<file path="config.mk">
export PLATFORM = sky130hd
export DESIGN_NAME = time_entry_ctrl
export DESIGN_NICKNAME = d
export VERILOG_FILES = /design/src/rtl/clock_pkg.sv /design/src/rtl/entry_timeout.sv /design/src/rtl/time_entry_ctrl.sv
export SDC_FILE = /design/constraint.sdc
export NUM_CORES = 1
export LEC_CHECK = 0
export ABC_AREA = 1
export CORE_MARGIN = 2
export CORE_UTILIZATION = 40
export DETAILED_ROUTE_END_ITERATION = 7
export MAX_ROUTING_LAYER = met4
export PLACE_DENSITY = 0.61
export SYNTH_ARGS = -nofsm -noshare
export SYNTH_HDL_FRONTEND = slang
export SYNTH_SLANG_ARGS = --single-unit
</file>
<file path="constraint.sdc">
create_clock -name clk -period 1.8 [get_ports clk]
set_clock_uncertainty 0.2 [all_clocks]
set_input_delay 0.36 -clock clk [delete_from_list [all_inputs] [get_ports clk]]
set_output_delay 0.36 -clock clk [all_outputs]
set_load 0.01 [all_outputs]
</file>
<file path="src/rtl/clock_pkg.sv">
// rtl/clock_pkg.sv - shared key codes, entry states and digit limits for the clock
package clock_pkg;

    localparam logic [3:0] KEY_AMPM    = 4'hA;
    localparam logic [3:0] KEY_CANCEL  = 4'hB;
    localparam logic [3:0] KEY_ENTER   = 4'hC;
    localparam logic [3:0] KEY_SET     = 4'hD;

    localparam logic [3:0] MS_HR_MAX   = 4'd1;
    localparam logic [3:0] MS_MIN_MAX  = 4'd5;
    localparam logic [3:0] HR12_LS_MAX = 4'd2;
    localparam logic [3:0] DIGIT_MAX   = 4'd9;

    typedef enum logic [2:0] {
        ST_IDLE,
        ST_D0,
        ST_D1,
        ST_D2,
        ST_D3,
        ST_READY
    } entry_state_t;

    // 12-hour legality of a digit for the slot the entry is waiting on
    function automatic logic digit_ok(input entry_state_t st, input logic [3:0] d,
                                      input logic [3:0] ms_hr);
        logic ok;
        case (st)
            ST_D0:   ok = (d <= MS_HR_MAX);
            ST_D1:   ok = (ms_hr == 4'd0) ? (d != 4'd0 && d <= DIGIT_MAX) : (d <= HR12_LS_MAX);
            ST_D2:   ok = (d <= MS_MIN_MAX);
            ST_D3:   ok = (d <= DIGIT_MAX);
            default: ok = 1'b0;
        endcase
        return ok;
    endfunction

endpackage

</file>
<file path="src/rtl/entry_timeout.sv">
// rtl/entry_timeout.sv - one_second tick counter that flags an abandoned entry
module entry_timeout #(
    parameter int unsigned TIMEOUT_TICKS = 10
) (
    input  logic clk,
    input  logic reset,
    input  logic clear,
    input  logic enable,
    input  logic tick,
    output logic expired
);

    logic [7:0] count;

    // A key in the same cycle as the final tick suppresses expiry
    assign expired = enable && tick && !clear && (count == 8'(TIMEOUT_TICKS - 1));

    // Count ticks while an entry is open; restart on keys, expiry or leaving entry
    always_ff @(posedge clk or posedge reset) begin
        if (reset) begin
            count <= 8'd0;
        end else if (clear || !enable || expired) begin
            count <= 8'd0;
        end else if (tick) begin
            count <= count + 8'd1;
        end
    end

endmodule

</file>
<file path="src/rtl/time_entry_ctrl.sv">
// rtl/time_entry_ctrl.sv - keypad time entry FSM producing the counter load interface
module time_entry_ctrl #(
    parameter int unsigned TIMEOUT_TICKS = 10
) (
    input  logic       clk,
    input  logic       reset,
    input  logic [3:0] key_code,
    input  logic       key_strobe,
    input  logic       one_second,
    output logic [3:0] new_current_time_ms_hr,
    output logic [3:0] new_current_time_ls_hr,
    output logic [3:0] new_current_time_ms_min,
    output logic [3:0] new_current_time_ls_min,
    output logic       new_current_time_AM,
    output logic       load_new_c,
    output logic       entry_active,
    output logic [1:0] entry_pos,
    output logic       key_error,
    output logic       entry_timeout
);
    import clock_pkg::*;

    entry_state_t state, state_next;
    logic [3:0]   ms_hr_next, ls_hr_next, ms_min_next, ls_min_next;
    logic         am_next, load_next, err_next, tmo_next;
    logic         key_valid, tmr_clear, expired;

    // E and F never count as keys, so they neither restart nor block the timeout
    assign key_valid = key_strobe && (key_code <= KEY_SET);
    assign tmr_clear = key_valid && (state != ST_IDLE);

    entry_timeout #(.TIMEOUT_TICKS(TIMEOUT_TICKS)) u_timeout (
        .clk     (clk),
        .reset   (reset),
        .clear   (tmr_clear),
        .enable  (state != ST_IDLE),
        .tick    (one_second),
        .expired (expired)
    );

    // Next state, buffer updates and pulse requests for this cycle's key or tick
    always_comb begin
        state_next  = state;
        ms_hr_next  = new_current_time_ms_hr;
        ls_hr_next  = new_current_time_ls_hr;
        ms_min_next = new_current_time_ms_min;
        ls_min_next = new_current_time_ls_min;
        am_next     = new_current_time_AM;
        load_next   = 1'b0;
        err_next    = 1'b0;
        tmo_next    = 1'b0;
        if (key_valid) begin
            if (key_code == KEY_SET) begin
                state_next  = ST_D0;
                ms_hr_next  = 4'd0;
                ls_hr_next  = 4'd0;
                ms_min_next = 4'd0;
                ls_min_next = 4'd0;
            end else if (state != ST_IDLE) begin
                if (key_code <= DIGIT_MAX) begin
                    if (digit_ok(state, key_code, new_current_time_ms_hr)) begin
                        case (state)
                            ST_D0:   begin ms_hr_next  = key_code; state_next = ST_D1;    end
                            ST_D1:   begin ls_hr_next  = key_code; state_next = ST_D2;    end
                            ST_D2:   begin ms_min_next = key_code; state_next = ST_D3;    end
                            default: begin ls_min_next = key_code; state_next = ST_READY; end
                        endcase
                    end else begin
                        err_next = 1'b1;
                    end
                end else if (key_code == KEY_AMPM) begin
                    am_next = ~new_current_time_AM;
                end else if (key_code == KEY_CANCEL) begin
                    state_next = ST_IDLE;
                end else if (state == ST_READY) begin
                    load_next  = 1'b1;
                    state_next = ST_IDLE;
                end else begin
                    err_next = 1'b1;
                end
            end
        end else if (expired) begin
            state_next = ST_IDLE;
            tmo_next   = 1'b1;
        end
    end

    // State, entry buffer and one-cycle pulse registers
    always_ff @(posedge clk or posedge reset) begin
        if (reset) begin
            state                   <= ST_IDLE;
            new_current_time_ms_hr  <= 4'd0;
            new_current_time_ls_hr  <= 4'd0;
            new_current_time_ms_min <= 4'd0;
            new_current_time_ls_min <= 4'd0;
            new_current_time_AM     <= 1'b0;
            load_new_c              <= 1'b0;
            key_error               <= 1'b0;
            entry_timeout           <= 1'b0;
        end else begin
            state                   <= state_next;
            new_current_time_ms_hr  <= ms_hr_next;
            new_current_time_ls_hr  <= ls_hr_next;
            new_current_time_ms_min <= ms_min_next;
            new_current_time_ls_min <= ls_min_next;
            new_current_time_AM     <= am_next;
            load_new_c              <= load_next;
            key_error               <= err_next;
            entry_timeout           <= tmo_next;
        end
    end

    // Entry status decoded from the state register
    always_comb begin
        entry_active = (state != ST_IDLE);
        case (state)
            ST_D1:   entry_pos = 2'd1;
            ST_D2:   entry_pos = 2'd2;
            ST_D3:   entry_pos = 2'd3;
            default: entry_pos = 2'd0;
        endcase
    end

endmodule
</file>
# Yosys cells after proc, flatten, opt, wreduce, memory -nomap -nowiden
# Cells that the tools add are included.
[classes] n_bitwise=3 n_eq_ne=14 muxes=56 n_addsub=1 n_reduce_logical=28 magnitude_cmp=5
[ops] operator="$mux W4" n=20
[ops] operator="$reduce_and A5 Y1" n=6
[ops] operator="$mux W3" n=9
[ops] operator="$mux W1" n=22
[ops] operator="$mux W8" n=2
[ops] operator="$reduce_bool A2 Y1" n=8
[ops] operator="$eq A4 B4 Y1 const B" n=3
[ops] operator="$pmux W3 S3" n=1
[ops] operator="$add A8 B1 Y8 const B" n=1
[ops] operator="$eq A8 B4 Y1 const B" n=1
[ops] operator="$le A4 B4 Y1 const B" n=2
[ops] operator="$eq A3 B2 Y1 const B" n=2
[ops] operator="$eq A3 B3 Y1 const B" n=2
[ops] operator="$logic_and A1 B1 Y1" n=6
[ops] operator="$pmux W2 S3" n=1
[ops] operator="$ne A5 B1 Y1 const B" n=1
[ops] operator="$le A4 B1 Y1 const B" n=1
[ops] operator="$le A4 B2 Y1 const B" n=1
[ops] operator="$le A4 B3 Y1 const B" n=1
[ops] operator="$logic_not A4 Y1" n=1
[ops] operator="$ne A4 B3 Y1 const B" n=1
[ops] operator="$ne A4 B4 Y1 const B" n=1
[ops] operator="$pmux W1 S4" n=1
[ops] operator="$reduce_bool A4 Y1" n=1
[ops] operator="8 further kinds" n=12
[totals] wordCells=117 ff_bits=31

# Longest topological paths before layout
# Gate-level depths: netlist (run 1).
[logic_depth] word_depth=13 mapped_depth=12 ltp_nobuf=11

# Modules after synthesis
# From an unflattened synthesis (run 1), not the netlist that was laid out.
[unflattened] hier_cells=242 hier_area_um2=1794.2
[modules_own_cells] mod="time_entry_ctrl" instances=1 area_each_um2=1291.2 seq_area_each_um2=575.6 cells_each=171
[modules_own_cells] mod="entry_timeout" instances=1 area_each_um2=503.0 seq_area_each_um2=200.2 cells_each=71

# Worst setup path before layout (run 1)
# No wires, ideal clock.
[synth_path] path_kind="input port to flip-flop" from="input port key_code[2]" to="register u_timeout.count[4]" t_required_ps=1483 setup_ps=117 path_stages=10 path_buffers=1 t_arrival_ps=1384 setup_slack_ps=99 cell_sequence="clkbuf_2 > nand2_1 > o21ai_4 > nand2_2 > nor2_4 > nand2_2 > nand3_1 > nand2_1 > nand2_1 > nor2_1"
[synth_via] elab_chain_cells=8 word_cells_on_any_way=10 cone_classes="order compare (1); mux (1); reduce/logical (8)"
[synth_rtl] element="start, declared" line="time_entry_ctrl.sv:7" source="input logic [3:0] key_code,"
[synth_rtl] element="$le A4 B4 Y1 (*)" line="time_entry_ctrl.sv:29" source="assign key_valid = key_strobe && (key_code <= KEY_SET);"
[synth_rtl] element="$logic_and A1 B1 Y1 (*)" line="time_entry_ctrl.sv:29"
[synth_rtl] element="$logic_and A1 B1 Y1 (*)" line="time_entry_ctrl.sv:30" source="assign tmr_clear = key_valid && (state != ST_IDLE);"
[synth_rtl] element="$logic_not A1 Y1" line="entry_timeout.sv:16" source="assign expired = enable && tick && !clear && (count == 8'(TIMEOUT_TICKS - 1));"
[synth_rtl] element="$logic_and A1 B1 Y1 (2 in a row)" line="entry_timeout.sv:16"
[synth_rtl] element="$logic_or A1 B1 Y1 (*)" line="entry_timeout.sv:22" source="end else if (clear || !enable || expired) begin"
[synth_rtl] element="$mux W8 or $reduce_bool A2 Y1 (tied branches)"
[synth_rtl] element="end signal, assigned" line="entry_timeout.sv:25" source="count <= count + 8'd1;"
[synth_rtl] element="end, declared" line="entry_timeout.sv:13" source="logic [7:0] count;"
# Mark *: on every way between the ends. The rest lies on a longest branch, timed or not.
# A chain may end at the register's enable or synchronous reset.

# Worst setup path after layout (run 1)
[layout_path] from="input port key_code[3]" to="register state[0]"
[layout_via] elab_chain_cells=10 word_cells_on_any_way=33 cone_classes="order compare (5); eq/ne (7); mux (12); reduce/logical (9)"
[layout_rtl] element="$le A4 B4 Y1 or $reduce_bool A4 Y1 (tied branches)" line="clock_pkg.sv:29, clock_pkg.sv:31, time_entry_ctrl.sv:60"
[layout_rtl] element="$logic_and A1 B1 Y1" line="clock_pkg.sv:29" source="ST_D1: ok = (ms_hr == 4'd0) ? (d != 4'd0 && d <= DIGIT_MAX) : (d <= HR12_LS_MAX);"
[layout_rtl] element="$mux W1" line="clock_pkg.sv:29"
[layout_rtl] element="$pmux W1 S4" line="clock_pkg.sv:27" source="case (st)"
[layout_rtl] element="$mux W1" line="time_entry_ctrl.sv:60" source="if (key_code <= DIGIT_MAX) begin"
[layout_rtl] element="$mux W1" line="time_entry_ctrl.sv:59" source="end else if (state != ST_IDLE) begin"
[layout_rtl] element="$mux W1" line="time_entry_ctrl.sv:53" source="if (key_code == KEY_SET) begin"
[layout_rtl] element="$mux W1" line="time_entry_ctrl.sv:52" source="if (key_valid) begin"
[layout_rtl] element="$ne A4 B3 Y1 (no source line)"
[layout_rtl] element="$reduce_and A5 Y1 (no source line)"
[layout_rtl] element="end signal, assigned" line="time_entry_ctrl.sv:101" source="state <= state_next;"
[layout_rtl] element="end, declared" line="time_entry_ctrl.sv:23" source="entry_state_t state, state_next;"
# Parallel ways exist; a longest one is shown, timed or not. The select of a mux whose other input is x is not followed.

==> results.cfg, run 1 <==
[worst_setup_path]
cp_cell_sequence = dlygate4sd2_1 -> buf_4 -> inv_1 -> nor2_1 -> buf_4 -> nand2_1 -> a21oi_1 -> nor2_4 -> nand3_1 -> nand2_1
critPathLaunchType = primary input
criticalPathCategory = primary input to flip-flop
slowest_delay_ps = 320
cp.arrival_ps = 1720
cp-end-kind = flip-flop
r2r-start = state[1]
crit_slowest_cell = dlygate4sd2_1
reg2reg_depth = 9
startpoint = key_code[3]
reg2reg_slack_ps = 80
critPathMaxFanout = 5
worstSetupEndpoint = state[0]
cp.required_ps = 1770
reg2reg_to = new_current_time_ls_min[2]

[sta]
rsz0062_at_grt = true
finalCriticalPeriod_ps = 1750
fmax_mhz = 570
maxSlewHeadroom_pct = 83.2
final-hold-violation-count = 0
final-setup-viol-count = 0
tightest_slew_ps = 251
drv_slew = 0
fin_crit_sh_pct = 97.4

[cells_and_area]
diodes = 0
post-route-util_pct = 67.5
nNetsFinal = 306
area_growth_pct = 65.7
final_layout_size_suffix_gt1_share_pct = 36.0
fillers = 313

[clocking]
clk_pin_slew_ps = 70
htreeDepth = 2
cts_root_buffer = clkbuf_8
insertion_delay_ps = 280
numClockSinks = 31
clk_path_buf_depth = 2
cts_hold_buf = 0
numCtsBuffers = 5
cts_tree = done

[global_routing]
grt_pass1_vias = 1537
grt_max_degree = 32
groute.usage.overall_pct = 20.2
antenna_found_initial = 0
grt_pass1_wl_um = 6620
grt.overflow.total = 0

[min_path]
hp-class = primary input to async pin

[route]
vias_per_cell = 4.84
wirelength_um = 4310
drcViolationCount = 0
drt_iter0_drc = 81
via_count = 1679
first_pass_iters = 4
wl_per_cell_um = 12.4
drtAntennaViolNets = 0

[synth]
yosysTopAreaCellShare_pct = 48.3
syn_area_per_cell_um2 = 7.61
synth.area.top_cells = dfrtp_1 48%, nand2_1 14%, nor2_1 6.5%, nand3_1 5.3%, inv_1 5.1%
yosys.cell_types.count = 24
syn_inst = 211
syn-cell-area_um2 = 1610
synth-seq-cells = 31
yosys_warnings = 0
ys_seq_area_share_pct = 48.3
synth_area_leader_cell = dfrtp_1
synthesis.nets = 221

[floorplan]
pin_count = 31
fp.dieW_um = 67.4
start_util_pct = 40.7
die_area_um2 = 4540
row_count = 23
die_h_um = 67.4
core_um2 = 3940

[power]
power.total_uw = 3300
p_per_area_nw_per_um2 = 1240
power_leakage_uw = 0.00133
peakVddDrop_v = 0.000922

[status]
status = finished clean

[place]
portBuffers = 30
place_hpwl_um = 2870
place.gp.congestion = 0.878

[job]
drv_cap = 0
==> worst max-delay path, delay by kind of cell <==
kind / cells / cell delay, ps
AO/OA/AOI/OAI: 1 / 250
buffers and inverters: 4 / 680
AND/OR/NAND/NOR: 5 / 430
==> synthesized netlist by cell type <==
master,count
nand2_1,61
dfrtp_1,31
nor2_1,28
inv_1,22
nand3_1,17
o21ai_0,13
a21oi_1,10
nand4_1,4
nor3_1,4
xor2_1,3
ha_1,2
inv_2,2
nand2_2,2
xnor2_1,2
buf_2,1
clkbuf_2,1
nor2_2,1
nor2_4,1
nor3b_1,1
o21a_1,1
o21ai_1,1
o21ai_2,1
o21ai_4,1
or2_2,1
==> timing repair <==
action	4_1_cts	5_1_grt
setup buffers	8	4
gates resized for setup	30	51
endpoints found under the setup margin	22	23
pin swaps	8	17
==> metal layers <==
layer	vias to the layer above	part of all wire (%)	track usage [%]
met3	11	3.3	4.50
met1	785	43	24.4
met4	0	2.1	7.65
met5	-	0	-
li1	847	-	-
met2	36	51	33.0
==> flip-flops by register name (all words and copies together) (netlist names) <==
register and count:
state 3, u_timeout.count 8, entry_timeout 1, load_new_c 1, new_current_time_ms_hr 4, key_error 1
new_current_time_ls_min 4, new_current_time_ls_hr 4, new_current_time_AM 1, new_current_time_ms_min 4
==> cells in the final DEF (no fill, tap or decap), types with 7 or more instances in the layout <==
cell type | netlist | final
clkbuf_8 | 0 | 7
buf_4 | 0 | 42
inv_2 | 2 | 9
inv_1 | 22 | 15
dfrtp_1 | 31 | 29
nand3_1 | 17 | 12
nand2_2 | 2 | 12
buf_6 | 0 | 7
clkdlybuf4s50_1 | 0 | 20
o21ai_0 | 13 | 11
nor2_1 | 28 | 22
nand2_1 | 61 | 47
==> metrics by stage <==
stage	area [um2]	instances	setup WS, ps	hold WS (ps)	TNS, ps
6_report	2660	347	47.1	223	0
5_1_grt	2660	347	-34.1	268	-335
4_1_cts	2480	343	-71.0	235	-71.0
3_5_place_dp	2260	327	-515	263	-10920
3_3_place_gp	2260	327	-496	263	-10560
2_1_floorplan	1610	211	99.5	264	0
==> area by class of cell <==
class,instances,area (um2),area share (%)
tap,50,62.6,2.35
multi-input combinational,154,917,34.5
clock buffer,8,100,3.76
inverter,24,90.1,3.39
timing repair buffer,80,712,26.8
sequential,31,778,29.3
==> report_power, final <==
part / switching (uW) / internal [uW] / total (uW)
Sequential: 143 / 900 / 1040
Combinational: 787 / 864 / 1650
Clock: 259 / 349 / 608
==> how the worst min path moves through the flow <==
stage	slack, ps	to
6_report	220	u_timeout.count[7]
5_1_grt	270	u_timeout.count[4]
4_1_cts	230	new_current_time_ls_min[0]
3_5_place_dp	260	new_current_time_ms_min[3]
3_3_place_gp	260	new_current_time_AM
2_1_floorplan	260	entry_timeout
==> cells by family after synthesis <==
logic type                 synth area share, %
adders and majority gates                 1.56
and+or+nand+nor                           31.6
DFF                                       48.3
buffers and inverters                     6.24
AOI/OAI and AO/OA                         9.51
xor gates and xnor gates                  2.73
Power figures use the tool's default switching activity.
==> run 2: changes to the inputs <==
--- a/config.mk
+++ b/config.mk
@@ -7,10 +7,10 @@
 export LEC_CHECK = 0
 export ABC_AREA = 1
 export CORE_MARGIN = 2
-export CORE_UTILIZATION = 40
+export CORE_UTILIZATION = 51
 export DETAILED_ROUTE_END_ITERATION = 7
 export MAX_ROUTING_LAYER = met4
-export PLACE_DENSITY = 0.61
+export PLACE_DENSITY = 0.76
 export SYNTH_ARGS = -nofsm -noshare
 export SYNTH_HDL_FRONTEND = slang
 export SYNTH_SLANG_ARGS = --single-unit
==> run 2 against run 1 <==
Against the previous run:
- the flow now finishes with violations (setup timing)
- critical path depth rose by 1
- largest cell class unchanged
- cell count is 4.0% lower
- highest routed layer unchanged
- routed wire length rose by 1.1%
- combinational power shrank 4%
- non-clock buffer count shrank 6
- critical path type is now flip-flop to flip-flop
- flip-flop and latch count is the same
- die area fell by 20%
- sequential share of layout area up 1.4 points
- via count decreased by 2.4%
==> results.cfg, run 2 (synthesized netlist as in run 1, its figures left out) <==
[status]
status = finished, violations left
violations = setup timing

[sta]
final-setup-viol-count = 3
tightest_slew_ps = 395
final-hold-violation-count = 0
tns_ps = -19.2
fin_crit_sh_pct = 100
maxSlewHeadroom_pct = 73.6
rsz0062_at_grt = true
finalCriticalPeriod_ps = 1810
fmax_mhz = 553
drv_slew = 0
fin_ws_ps = -8.79

[floorplan]
start_util_pct = 53.0
row_count = 20
die_area_um2 = 3610
core_um2 = 3030
fp.dieW_um = 60.1
die_h_um = 60.1
pin_count = 31

[global_routing]
grt.overflow.total = 0
groute.usage.overall_pct = 25.8
grt_pass1_wl_um = 6630
antenna_found_initial = 0
grt_max_degree = 32
grt_pass1_vias = 1568

[cells_and_area]
stdcell_count = 333
multi_input_area_um2 = 906
fin_area_um2 = 2530
fillers = 181
nNetsFinal = 300
final_layout_size_suffix_gt1_share_pct = 33.6
diodes = 0
largest_register_ffs = 8
area_growth_pct = 57.8
final-seq-area_um2 = 776
final_common_cell = nand2_1
largest-register = u_timeout.count
layout_common_cells = 42 x nand2_1, 39 x buf_4, 31 x dfrtp_1

[power]
peakVddDrop_v = 0.000801
power_leakage_uw = 0.00141
p_per_area_nw_per_um2 = 1170
power.total_uw = 2960

[route]
drt_iter0_drc = 72
wirelength_um = 4360
via_count = 1638
drcViolationCount = 0
first_pass_iters = 4
wl_per_cell_um = 13.1
drtAntennaViolNets = 0
vias_per_cell = 4.92

[clocking]
numClockSinks = 31
clk_pin_slew_ps = 90
numCtsBuffers = 5
cts_tree = done
cts_hold_buf = 0
insertion_delay_ps = 330
htreeDepth = 2
clk_path_buf_depth = 2
cts_root_buffer = clkbuf_4

[worst_setup_path]
critPathMaxFanout = 8
criticalPathCategory = flip-flop to flip-flop
cp.arrival_ps = 1860
critPathLaunchType = flip-flop
cp.required_ps = 1850
cp-end-kind = flip-flop

[place]
place.gp.congestion = 0.886
place_hpwl_um = 2860
placed_area_um2 = 2260
portBuffers = 30
dp.cells = 323

[min_path]
hp-class = primary input to async pin

[job]
drv_cap = 0
[run 2: cell types whose count changed in the layout (fill, tap and decap cells not counted), moves of 3 or more]
cell and delta:
nand2_1 -5, o21ai_0 -7, inv_2 -6, clkdlybuf4s50_1 -14
inv_1 +5, dlygate4sd2_1 +6, buf_4 -3, o21ai_1 +7
clkbuf_8 -7, dlymetal6s2s_1 +8, nand2_2 +6, clkbuf_4 +5
buf_6 -3
[run 2: area by class of cell]
cell class	instances	area share [%]
clock buffer	6	1.63
sequential	31	30.6
tap	44	2.17
inverter	24	3.66
timing repair buffer	74	26.1
multi-input combinational	154	35.8
[run 2: through the flow]
stage / worst slack [ps] / util (%) / hold WS [ps]
3_3_place_gp: -508 / 74.8 / 248
2_1_floorplan: 99.5 / - / 264
5_1_grt: -66.8 / 83.6 / 270
6_report: -8.79 / 83.6 / 211
3_5_place_dp: -553 / 74.8 / 251
4_1_cts: -23.4 / 78.2 / 213
[run 2: routing by layer]
metal	vias up	track usage (%)	routed length [um]
met5	-	-	0
met4	0	10.2	63
met3	6	7.14	166
met2	33	38.8	2090
met1	765	33.0	2040
li1	834	-	-
[run 2: worst max-delay path, cell delays in order, from the launching register on]
cell and delay, ps:
dfrtp_1 420, buf_4 150, nand2_2 80, nor2_4 40, buf_4 120, nand2_2 60, nand2_2 60, nor2_4 150
nand3_4 130, nand3_4 170, nand2_2 70, o21ai_1 70
[run 2: worst paths after layout]
| kind | slack [ps] | to | startpoint | cells past startpoint |
|---|---|---|---|---|
| min in group clk | 280 | new_current_time_ms_min[3] | new_current_time_ms_min[3] | 2 |
| hold reg to reg | 280 | new_current_time_ms_min[3] | new_current_time_ms_min[3] | 2 |
| setup / recovery | -9 | new_current_time_ls_hr[3] | state[0] | 11 |
| hold / removal | 210 | entry_timeout | reset | 3 |
| max in group asynchronous | 890 | new_current_time_AM | reset | 3 |
| setup reg to reg | -9 | new_current_time_ls_hr[3] | state[0] | 11 |
[run 2: repair_timing]
item,in CTS,in global routing
setup endpoints to repair,27,31
setup buffers,3,1
pin swaps,5,21
gates resized for setup,37,58
[run 2: power by group]
part           internal [uW]  switching [uW]
Combinational            758             831
Sequential               895             128
Clock                    138             212
Total                   1790            1170
